`src/rtl/calc2_req_sched.sv`:
```
// calc2_req_sched: front-end scheduler for the calc2 engine.
//
// Each of the NPORT requester ports issues two-cycle commands. The first cycle
// carries cmd, tag and operand1. The second cycle carries operand2. A per-port
// capture FSM assembles each command. Valid commands go into a per-port queue
// of QDEPTH entries. A round-robin arbiter shares the single ALU issue channel
// between the queues. Invalid commands are answered locally with response 3.
// ALU results are steered back to the response bus of the originating port.
//
// Ports:
//   c_clk, reset            clock (rising edge), asynchronous active-low reset
//   req_cmd_in/data/tag     per-port command, operand and tag inputs
//   port_busy               per-port queue full (registered)
//   drop_err                per-port sticky "command dropped while busy"
//   alu_valid/ready         issue handshake; alu_cmd/op1/op2/tag/port payload
//   alu_rsp_*               one-cycle ALU result strobe with code/data/tag/port
//   out_resp/data/tag       per-port one-cycle response (0 none, 1 ok,
//                           2 overflow, 3 invalid)
module calc2_req_sched #(
    parameter int NPORT  = 4,
    parameter int DW     = 32,
    parameter int TW     = 2,
    parameter int QDEPTH = 2
) (
    input  logic                c_clk,
    input  logic                reset,
    input  logic [4*NPORT-1:0]  req_cmd_in,
    input  logic [DW*NPORT-1:0] req_data_in,
    input  logic [TW*NPORT-1:0] req_tag_in,
    output logic [NPORT-1:0]    port_busy,
    output logic [NPORT-1:0]    drop_err,
    output logic                alu_valid,
    input  logic                alu_ready,
    output logic [3:0]          alu_cmd,
    output logic [DW-1:0]       alu_op1,
    output logic [DW-1:0]       alu_op2,
    output logic [TW-1:0]       alu_tag,
    output logic [1:0]          alu_port,
    input  logic                alu_rsp_valid,
    input  logic [1:0]          alu_rsp,
    input  logic [DW-1:0]       alu_rsp_data,
    input  logic [TW-1:0]       alu_rsp_tag,
    input  logic [1:0]          alu_rsp_port,
    output logic [2*NPORT-1:0]  out_resp,
    output logic [DW*NPORT-1:0] out_data,
    output logic [TW*NPORT-1:0] out_tag
);

    localparam int AW = (QDEPTH > 1) ? $clog2(QDEPTH) : 1;
    localparam int CW = $clog2(QDEPTH + 1);

    localparam logic [1:0] RESP_NONE    = 2'd0;
    localparam logic [1:0] RESP_INVALID = 2'd3;

    typedef enum logic { CAP_IDLE = 1'b0, CAP_OP2 = 1'b1 } cap_state_e;

    typedef struct packed {
        logic [3:0]    cmd;
        logic [TW-1:0] tag;
        logic [DW-1:0] op1;
        logic [DW-1:0] op2;
    } entry_t;

    // Commands the ALU understands: add, sub, shl, shr.
    function automatic logic is_valid_cmd(input logic [3:0] cmd);
        return (cmd == 4'd1) || (cmd == 4'd2) || (cmd == 4'd5) || (cmd == 4'd6);
    endfunction

    function automatic logic [AW-1:0] ptr_inc(input logic [AW-1:0] ptr);
        return (ptr == AW'(QDEPTH - 1)) ? '0 : ptr + AW'(1);
    endfunction

    // Capture FSM state and the first-cycle fields of the command in flight.
    cap_state_e    cap_state_q [NPORT];
    cap_state_e    cap_state_d [NPORT];
    logic [3:0]    cap_cmd_q   [NPORT];
    logic [3:0]    cap_cmd_d   [NPORT];
    logic [TW-1:0] cap_tag_q   [NPORT];
    logic [TW-1:0] cap_tag_d   [NPORT];
    logic [DW-1:0] cap_op1_q   [NPORT];
    logic [DW-1:0] cap_op1_d   [NPORT];
    logic [NPORT-1:0] cap_drop_q, cap_drop_d;

    // Per-port queues.
    entry_t        q_mem_q [NPORT][QDEPTH];
    entry_t        q_mem_d [NPORT][QDEPTH];
    logic [AW-1:0] q_rd_q  [NPORT];
    logic [AW-1:0] q_rd_d  [NPORT];
    logic [AW-1:0] q_wr_q  [NPORT];
    logic [AW-1:0] q_wr_d  [NPORT];
    logic [CW-1:0] q_cnt_q [NPORT];
    logic [CW-1:0] q_cnt_d [NPORT];
    logic [NPORT-1:0] q_wr_en, q_pop, fresh_inv;

    logic [NPORT-1:0] busy_q, busy_d;
    logic [NPORT-1:0] drop_err_q, drop_err_d;

    // Pending-invalid responses waiting for a free response slot.
    logic [NPORT-1:0] pinv_q, pinv_d;
    logic [TW-1:0]    pinv_tag_q [NPORT];
    logic [TW-1:0]    pinv_tag_d [NPORT];
    logic [TW-1:0]    inv_tag;

    // Arbiter and registered issue payload.
    logic [1:0] rr_ptr_q, rr_ptr_d;
    logic       alu_valid_q, alu_valid_d;
    logic [1:0] alu_sel_q, alu_sel_d;
    entry_t     alu_ent_q, alu_ent_d;
    logic [1:0] arb_idx;

    // Registered per-port responses.
    logic [1:0]    out_resp_q [NPORT];
    logic [1:0]    out_resp_d [NPORT];
    logic [DW-1:0] out_data_q [NPORT];
    logic [DW-1:0] out_data_d [NPORT];
    logic [TW-1:0] out_tag_q  [NPORT];
    logic [TW-1:0] out_tag_d  [NPORT];

    // Capture FSMs, queue write/pop, busy and drop tracking.
    always_comb begin
        cap_state_d = cap_state_q;
        cap_cmd_d   = cap_cmd_q;
        cap_tag_d   = cap_tag_q;
        cap_op1_d   = cap_op1_q;
        cap_drop_d  = cap_drop_q;
        q_mem_d     = q_mem_q;
        q_rd_d      = q_rd_q;
        q_wr_d      = q_wr_q;
        q_cnt_d     = q_cnt_q;
        busy_d      = busy_q;
        drop_err_d  = drop_err_q;
        q_wr_en     = '0;
        q_pop       = '0;
        fresh_inv   = '0;
        for (int p = 0; p < NPORT; p++) begin
            q_pop[p] = alu_valid_q && alu_ready && (alu_sel_q == 2'(p));
            if (cap_state_q[p] == CAP_IDLE) begin
                if (req_cmd_in[4*p +: 4] != 4'd0) begin
                    cap_state_d[p] = CAP_OP2;
                    cap_cmd_d[p]   = req_cmd_in[4*p +: 4];
                    cap_tag_d[p]   = req_tag_in[TW*p +: TW];
                    cap_op1_d[p]   = req_data_in[DW*p +: DW];
                    // A dropped command still walks through OP2 so that its
                    // operand2 cycle is not mistaken for a new command.
                    cap_drop_d[p]  = busy_q[p];
                    if (busy_q[p]) begin
                        drop_err_d[p] = 1'b1;
                    end
                end
            end else begin
                cap_state_d[p] = CAP_IDLE;
                if (!cap_drop_q[p]) begin
                    if (is_valid_cmd(cap_cmd_q[p])) begin
                        q_wr_en[p] = 1'b1;
                    end else begin
                        fresh_inv[p] = 1'b1;
                    end
                end
            end
            if (q_wr_en[p]) begin
                q_mem_d[p][q_wr_q[p]].cmd = cap_cmd_q[p];
                q_mem_d[p][q_wr_q[p]].tag = cap_tag_q[p];
                q_mem_d[p][q_wr_q[p]].op1 = cap_op1_q[p];
                q_mem_d[p][q_wr_q[p]].op2 = req_data_in[DW*p +: DW];
                q_wr_d[p] = ptr_inc(q_wr_q[p]);
            end
            if (q_pop[p]) begin
                q_rd_d[p] = ptr_inc(q_rd_q[p]);
            end
            q_cnt_d[p] = q_cnt_q[p] + CW'(q_wr_en[p]) - CW'(q_pop[p]);
            busy_d[p]  = (q_cnt_d[p] == CW'(QDEPTH));
        end
    end

    // Round-robin arbiter. Selection is made from the post-update queue state
    // so a command written this cycle can be presented the next cycle. While
    // stalled (valid without ready) the selection and payload are frozen.
    always_comb begin
        rr_ptr_d    = rr_ptr_q;
        alu_valid_d = alu_valid_q;
        alu_sel_d   = alu_sel_q;
        alu_ent_d   = alu_ent_q;
        arb_idx     = '0;
        if (alu_valid_q && alu_ready) begin
            rr_ptr_d = alu_sel_q;
        end
        if (!alu_valid_q || alu_ready) begin
            alu_valid_d = 1'b0;
            alu_sel_d   = '0;
            alu_ent_d   = '0;
            for (int k = 1; k <= NPORT; k++) begin
                arb_idx = rr_ptr_d + 2'(k);
                if (!alu_valid_d && (q_cnt_d[arb_idx] != '0)) begin
                    alu_valid_d = 1'b1;
                    alu_sel_d   = arb_idx;
                    alu_ent_d   = q_mem_d[arb_idx][q_rd_d[arb_idx]];
                end
            end
        end
    end

    // Response steering. An ALU result always takes the slot. A local invalid
    // response is held pending until a cycle where its port is free.
    always_comb begin
        pinv_d     = pinv_q;
        pinv_tag_d = pinv_tag_q;
        inv_tag    = '0;
        for (int p = 0; p < NPORT; p++) begin
            out_resp_d[p] = RESP_NONE;
            out_data_d[p] = '0;
            out_tag_d[p]  = '0;
            inv_tag = pinv_q[p] ? pinv_tag_q[p] : cap_tag_q[p];
            if (alu_rsp_valid && (alu_rsp_port == 2'(p))) begin
                out_resp_d[p] = alu_rsp;
                out_data_d[p] = alu_rsp_data;
                out_tag_d[p]  = alu_rsp_tag;
                pinv_d[p]     = pinv_q[p] | fresh_inv[p];
                pinv_tag_d[p] = inv_tag;
            end else if (pinv_q[p] || fresh_inv[p]) begin
                out_resp_d[p] = RESP_INVALID;
                out_tag_d[p]  = inv_tag;
                // If an older invalid is emitted now, a fresh one still waits.
                pinv_d[p]     = pinv_q[p] & fresh_inv[p];
                pinv_tag_d[p] = cap_tag_q[p];
            end
        end
    end

    // Control state and all outputs are reset.
    always_ff @(posedge c_clk or negedge reset) begin
        if (!reset) begin
            for (int p = 0; p < NPORT; p++) begin
                cap_state_q[p] <= CAP_IDLE;
                q_rd_q[p]      <= '0;
                q_wr_q[p]      <= '0;
                q_cnt_q[p]     <= '0;
                pinv_tag_q[p]  <= '0;
                out_resp_q[p]  <= RESP_NONE;
                out_data_q[p]  <= '0;
                out_tag_q[p]   <= '0;
            end
            cap_drop_q  <= '0;
            busy_q      <= '0;
            drop_err_q  <= '0;
            pinv_q      <= '0;
            rr_ptr_q    <= 2'd3;
            alu_valid_q <= 1'b0;
            alu_sel_q   <= '0;
            alu_ent_q   <= '0;
        end else begin
            cap_state_q <= cap_state_d;
            q_rd_q      <= q_rd_d;
            q_wr_q      <= q_wr_d;
            q_cnt_q     <= q_cnt_d;
            pinv_tag_q  <= pinv_tag_d;
            out_resp_q  <= out_resp_d;
            out_data_q  <= out_data_d;
            out_tag_q   <= out_tag_d;
            cap_drop_q  <= cap_drop_d;
            busy_q      <= busy_d;
            drop_err_q  <= drop_err_d;
            pinv_q      <= pinv_d;
            rr_ptr_q    <= rr_ptr_d;
            alu_valid_q <= alu_valid_d;
            alu_sel_q   <= alu_sel_d;
            alu_ent_q   <= alu_ent_d;
        end
    end

    // Captured fields and queue storage are qualified by control state.
    always_ff @(posedge c_clk) begin
        cap_cmd_q <= cap_cmd_d;
        cap_tag_q <= cap_tag_d;
        cap_op1_q <= cap_op1_d;
        q_mem_q   <= q_mem_d;
    end

    assign port_busy = busy_q;
    assign drop_err  = drop_err_q;
    assign alu_valid = alu_valid_q;
    assign alu_port  = alu_sel_q;
    assign alu_cmd   = alu_ent_q.cmd;
    assign alu_op1   = alu_ent_q.op1;
    assign alu_op2   = alu_ent_q.op2;
    assign alu_tag   = alu_ent_q.tag;

    for (genvar g = 0; g < NPORT; g++) begin : g_out
        assign out_resp[2*g +: 2]   = out_resp_q[g];
        assign out_data[DW*g +: DW] = out_data_q[g];
        assign out_tag[TW*g +: TW]  = out_tag_q[g];
    end

endmodule

```
`config.mk`:
```
export PLATFORM = sky130hd
export DESIGN_NAME = calc2_req_sched
export DESIGN_NICKNAME = d
export VERILOG_FILES = /design/src/rtl/calc2_req_sched.sv
export SDC_FILE = /design/constraint.sdc
export NUM_CORES = 2
export LEC_CHECK = 0
export CORE_ASPECT_RATIO = 0.8
export CORE_UTILIZATION = 40
export DETAILED_ROUTE_END_ITERATION = 6
export PLACE_DENSITY_LB_ADDON = 0.1
export SYNTH_ARGS = -nofsm -noshare
export SYNTH_HDL_FRONTEND = slang
export SYNTH_SLANG_ARGS = --single-unit
```
`constraint.sdc`:
```
create_clock -name c_clk -period 8.6 [get_ports c_clk]
set_clock_uncertainty 0.2 [all_clocks]
set_input_delay 1.72 -clock c_clk [delete_from_list [all_inputs] [get_ports c_clk]]
set_output_delay 1.72 -clock c_clk [all_outputs]
set_load 0.005 [all_outputs]
```
# [Word level (Yosys, flattened, before mapping)]
# Index checks and enable logic that the tools add are counted.
[totals] regBits=975 output_inout_bits=225 word_cells=440
[classes] addsub=19 magnitude_cmp=16 n_eq_ne=26 muxes=200 bitwise=24 reduce_logical=59
[op_table] cell="$bwmux W140" n=16
[op_table] cell="$mux W140" n=12
[op_table] cell="$mux W70" n=20
[op_table] cell="$bmux W140 S2" n=4
[op_table] cell="$demux W70 S1" n=16
[op_table] cell="$mux W66" n=4
[op_table] cell="$mux W32" n=8
[op_table] cell="$mux W64" n=4
[op_table] cell="$mux W2" n=41
[op_table] cell="$mux W1" n=67
[op_table] cell="$eq A4 B3 Y1 const B" n=8
[op_table] cell="$logic_or A1 B1 Y1" n=17
[op_table] cell="$bmux W2 S2" n=4
[op_table] cell="$eq A2 B2 Y1 const B" n=8
[op_table] cell="$eq A4 B1 Y1 const B" n=4
[op_table] cell="$eq A4 B2 Y1 const B" n=4
[op_table] cell="$ge A2 B2 Y1 const B" n=8
[op_table] cell="$logic_and A1 B1 Y1" n=16
[op_table] cell="$not A1 Y2" n=8
[op_table] cell="$reduce_bool A2 Y1" n=8
[op_table] cell="$reduce_bool A4 Y1" n=4
[op_table] cell="$ge A3 B3 Y1 const B" n=4
[op_table] cell="$not A2 Y3" n=4
[op_table] cell="$reduce_and A3 Y1" n=4
[op_table] cell="14 further kinds" n=51

# [Longest topological paths before layout]
[logic_depth] word_depth=26 mapped_depth=18

# [Worst setup path after synthesis]
# No wires, ideal clock.
[synth_timing] path_kind="input -> register" start="input port alu_ready" end="register alu_ent_q (netlist bit alu_op1[3])" setup_ps=127 t_arrival_ps=4773 setup_slack_ps=3499 stages=18 path_cell_list="buf_2 -> nand2_1 -> buf_2 -> nor3_1 -> ha_1 -> inv_1 -> ha_1 -> xor3_1 -> or2_0 -> clkbuf_1 -> mux4_2 -> buf_2 -> nand2_2 -> buf_4 -> buf_4 -> o32ai_1 -> a311oi_1 -> o21ai_1"
[synth_lines] item="start, declared" line_no="33" text="input logic alu_ready,"
[synth_lines] item="end signal, assigned" line_no="266" text="alu_ent_q <= alu_ent_d;"
[synth_lines] item="end, declared" line_no="108" text="entry_t alu_ent_q, alu_ent_d;"

==> qor_table.md <==
| Parameter | This run | Unit |
| --- | --- | --- |
| Worst hold start | q_mem_q[559] | - |
| Initial antenna violation count | 2 | - |
| Post-Route Setup TNS | 0 | ns |
| Number of DRC markers after the initial detailed-route iteration | 3807 | - |
| Nature of the critical path endpoint | flop | - |
| Routed wire length per instance | 27.92 | um |
| Final-report max-slew violation count | 0 | - |
| Kind of cell with the highest combined delay on the critical path | buffers and inverters | - |
| Diode insertion count for antenna repair | 0 | - |
| CTS Sinks | 975 | - |
| Buffers on Ports | 418 | - |
| Highest-delay cell along the critical path | sky130_fd_sc_hd__clkdlybuf4s50_1 | - |
| Clock latency at the later pin of the worst-skew pair | 0.73 | ns |
| Critical path fanouts, max | 52 | - |
| Placer congestion estimate | 0.8710 | - |
| Setup repair after global routing missed its margin | false | - |
| Max H-tree Level | 3 | - |
| # Max-Cap Violations | 0 | - |
| Sequential share of power | 0.266 | - |
| Vias in the first global route | 37510 | - |
| Cell accounting for the most synthesized area | sky130_fd_sc_hd__dfxtp_1 | - |
| Initial Util | 0.4040 | - |
| Fraction of power consumed by combinational cells | 0.567 | - |
| Number of placed I/O pins | 419 | - |
| CTS buffer count | 105 | - |
| Worst Hold Endpoint | q_mem_q[559] | - |
| Fraction of synthesized cell area in xor and xnor cells | 0.004706 | - |
| Outcome | completed | - |
| Number of library cell types mapped by synthesis | 82 | - |
| Layout cells sized above 1 | 0.1302 | - |
| Number of buffer and inverter instances along the worst setup path | 4 | - |
| Register area share after synthesis | 0.4570 | - |
| Number of DRC violations after detailed routing | 0 | - |
| Portion of netlist area occupied by mux cells | 0.2577 | - |
| Longest Clk Path Bufs | 3 | - |
| Worst hold path cell count | 2 | - |
| Path type of the worst min-delay path | flop to flop | - |
| Cell area reported after detailed placement | 0.05441 | mm2 |
| Post-route core utilization | 0.4775 | - |
| Launching point of the worst reg2reg path | cap_cmd_q[13] | - |
| Crit path required time | 9.01 | ns |
| Net switching share of the total power | 0.4579 | - |
| Number of hold-repair buffers added at the cts stage | 0 | - |
| Worst voltage drop across the vdd grid | 0.4048 | mV |
| P_leak | 26.65 | nW |
| Post-Synth Simple-Gate Area | 0.08844 | - |
| Cell internal power dissipation | 14.75 | mW |
| Cells resized by post-CTS repair | 0 | - |
| Post-route ant nets | 0 | - |
| Reg-to-reg endpoint | alu_op1[11] | - |
| Slew at the pin closest to its max-slew limit | 1.317 | ns |
| Synth Warn # | 0 | - |
| Share of the cycle needed by the critical path after routing | 0.8017 | - |
| Post-Synthesis Cells | 4740 | - |
| Design Power | 27.21 | mW |
| Top-area cell type share of the netlist area | 0.2292 | - |
| Die Footprint | 0.1237 | mm2 |
| Number of enable flip-flop cells after synthesis | 152 | - |
| Synthesized area per cell | 10.32 | um2 |
| Compound-cell area share of the yosys netlist | 0.1298 | - |
| Horizontal die dimension | 393.0 | um |
| Async set-or-reset flop fraction in the synthesized netlist | 0.2697 | - |
| Final net count | 5170 | - |
| Post-synthesis adder-cell area fraction | 0.002660 | - |
| Cells on worst reg2reg path | 14 | - |
| Signed area change from the synthesized netlist to the final layout | 18.19 | % |
| Largest stage delay, worst path | 0.76 | ns |
| Final critical path time including I/O delays and setup | 6.895 | ns |
| Root buf cell | sky130_fd_sc_hd__clkbuf_16 | - |
| Clock transition at path regs | 0.06 | ns |
| Detail-routed via count per cell | 5.887 | - |
| Relative slew slack | 0.1221 | - |
| Y dimension of the die | 314.8 | um |
| Wire length of the first global-routing pass | 268100 | um |
| Post-Layout Inst Area | 0.05782 | mm2 |
| Worst R2R Setup Slack | 2.79 | ns |
| Top post-synthesis cells by area | sky130_fd_sc_hd__dfxtp_1 (23%), sky130_fd_sc_hd__mux2i_1 (16%), sky130_fd_sc_hd__dfrtp_1 (13%) | - |
| Number of endpoints failing setup at the final stage | 0 | - |
| Post-CTS Repair Setup Buffers | 0 | - |
| Post-Syn Nets | 4942 | - |
| Length of the first detailed-routing pass in iterations | 6 | - |
| Final global-route overflow total | 0 | - |
| Number of rows created at floorplan | 114 | - |
| Category of the most critical setup path | input port to flop | - |
| Signal arrival time at the worst endpoint | 7.30 | ns |
| Cells along the critical path | clkdlybuf4s50_1, nand2_1, nor3_1, ha_1, inv_1, ha_1, xor3_1, or2_0, mux4_4, buf_4, nand2_1, buf_4, a211oi_1, a2111o_1, a221o_1 | - |
| FF+latch count, synth | 975 | - |
| Highest clock rate | 145.0 | MHz |
| Number of hold violations in the final report | 0 | - |
| Drt total wl | 186600 | um |
| Clock tree from TritonCTS | built | - |
| Pwr Density | 470.5 | mW/mm2 |
| Total via count in the routed design | 39350 | - |
| Switching power total | 12.46 | mW |
| CP startpoint kind | input port | - |
| Leading cell type by number of instances after synthesis | sky130_fd_sc_hd__mux2i_1 | - |
| Netlist Area Pre-Place | 0.04892 | mm2 |
| Clk network pwr share | 0.167 | - |
| CORE AREA | 0.1211 | mm2 |
| Maximum number of pins on one net before global-route repair | 127 | - |
| Most frequent cells after synthesis | sky130_fd_sc_hd__mux2i_1 (795), sky130_fd_sc_hd__dfxtp_1 (560), sky130_fd_sc_hd__nand2_1 (486) | - |
| Main combinational cell family by area after synthesis | multiplexers | - |
| Dominant synthesized flop cell | sky130_fd_sc_hd__dfxtp_1 | - |
| Detailed placer's ending HPWL | 112200 | um |
| Total Routing Usage GR | 0.2948 | - |
==> per-stage QoR <==
step | cells | worst slack (ns) | hold slack [ns]
detailed placement | 6485 | 1.130 | 0.2308
global placement | 6485 | 1.203 | 0.2255
global route | 6684 | 1.539 | 0.2658
CTS | 6684 | 1.910 | 0.2421
floorplan | 4740 | 3.499 | 0.2147
finish | 6684 | 1.705 | 0.2475
==> cells by family (layout without fill, tap and decap cells) <==
logic type | count (synthesis) | in the layout
mux | 1160 | 1160
flops | 975 | 975
compound gates | 939 | 939
simple gates | 929 | 929
buf+inv | 707 | 1027
xor+xnor | 19 | 19
fa+ha+maj | 11 | 11
==> layout by cell type, fill, tap and decap left out, types with 61 or more instances in the layout <==
cell / count
sky130_fd_sc_hd__buf_4: 61
sky130_fd_sc_hd__dfxtp_1: 560
sky130_fd_sc_hd__nand2_1: 471
sky130_fd_sc_hd__nand3_1: 86
sky130_fd_sc_hd__edfxtp_1: 152
sky130_fd_sc_hd__nor2_1: 90
sky130_fd_sc_hd__o22ai_1: 204
sky130_fd_sc_hd__mux2i_1: 794
sky130_fd_sc_hd__and2_1: 137
sky130_fd_sc_hd__mux2_2: 314
sky130_fd_sc_hd__dfrtp_1: 261
sky130_fd_sc_hd__inv_1: 341
sky130_fd_sc_hd__o21ai_0: 105
sky130_fd_sc_hd__clkdlybuf4s50_1: 417
sky130_fd_sc_hd__clkbuf_16: 107
sky130_fd_sc_hd__a21oi_1: 97
sky130_fd_sc_hd__o211ai_1: 83
sky130_fd_sc_hd__a31oi_1: 87
==> worst max-delay path by stage <==
| stage | endpoint | cells past startpoint | from |
|---|---|---|---|
| 3_5_place_dp | alu_cmd[3] | 15 | alu_ready |
| 6_report | alu_cmd[3] | 15 | alu_ready |
| 2_1_floorplan | alu_op1[3] | 18 | alu_ready |
| 3_3_place_gp | alu_cmd[3] | 15 | alu_ready |
| 5_1_grt | alu_op1[11] | 15 | alu_ready |
| 4_1_cts | alu_cmd[3] | 15 | alu_ready |
==> layer usage <==
metal,vias up,track usage,wire [um]
met4,0,0.09480,5913
met1,19490,0.4162,82950
met3,346,0.05588,15260
met2,1889,0.4529,82510
li1,17630,-,-
met5,-,0,0
==> power groups by stage <==
stage	Clock [mW]	Sequential, mW	Combinational (mW)
final	4.55	7.24	15.4
after floorplan	0	6.97	10.3
after global routing	4.82	7.39	16.3
after CTS	4.65	7.24	15.0
after detailed placement	0	7.32	15.0
after global placement	0	7.28	14.9
==> sequential cells by signal, indices dropped and copies added (netlist names), 2 cells and up <==
signal,flops
alu_port,2
alu_tag,2
pinv_tag_q,8
cap_drop_q,4
cap_state_q,4
pinv_q,4
out_tag,8
q_cnt_q,8
alu_cmd,4
q_wr_q,4
alu_op1,32
cap_op1_q,128
out_data,128
rr_ptr_q,2
q_rd_q,4
q_mem_q,560
cap_tag_q,8
alu_op2,32
drop_err,4
cap_cmd_q,16
out_resp,8
port_busy,4
==> area by class of cell <==
cell class | count | area [um2]
Clock buffer | 148 | 2992
Clock inverter | 51 | 421.7
Fill cell | 11270 | 63280
Multi-Input combinational cell | 3058 | 23950
Sequential cell | 975 | 22360
Tap cell | 1624 | 2032
Timing Repair Buffer | 485 | 4767
Inverter | 343 | 1300
==> worst reg2reg max path: stages (launching register included) <==
cell and delay [ns]:
sky130_fd_sc_hd__edfxtp_1 0.54, sky130_fd_sc_hd__xnor2_1 0.20, sky130_fd_sc_hd__or4b_2 0.74, sky130_fd_sc_hd__ha_1 0.34
sky130_fd_sc_hd__inv_1 0.04, sky130_fd_sc_hd__ha_1 0.18, sky130_fd_sc_hd__xor3_1 0.25, sky130_fd_sc_hd__or2_0 0.31
sky130_fd_sc_hd__mux4_4 0.39, sky130_fd_sc_hd__buf_4 0.83, sky130_fd_sc_hd__nand2_1 0.53, sky130_fd_sc_hd__buf_4 0.41
sky130_fd_sc_hd__o32ai_1 0.34, sky130_fd_sc_hd__a311oi_1 0.09, sky130_fd_sc_hd__o31ai_1 0.32
Note: power is estimated with default switching activity, not from simulation.
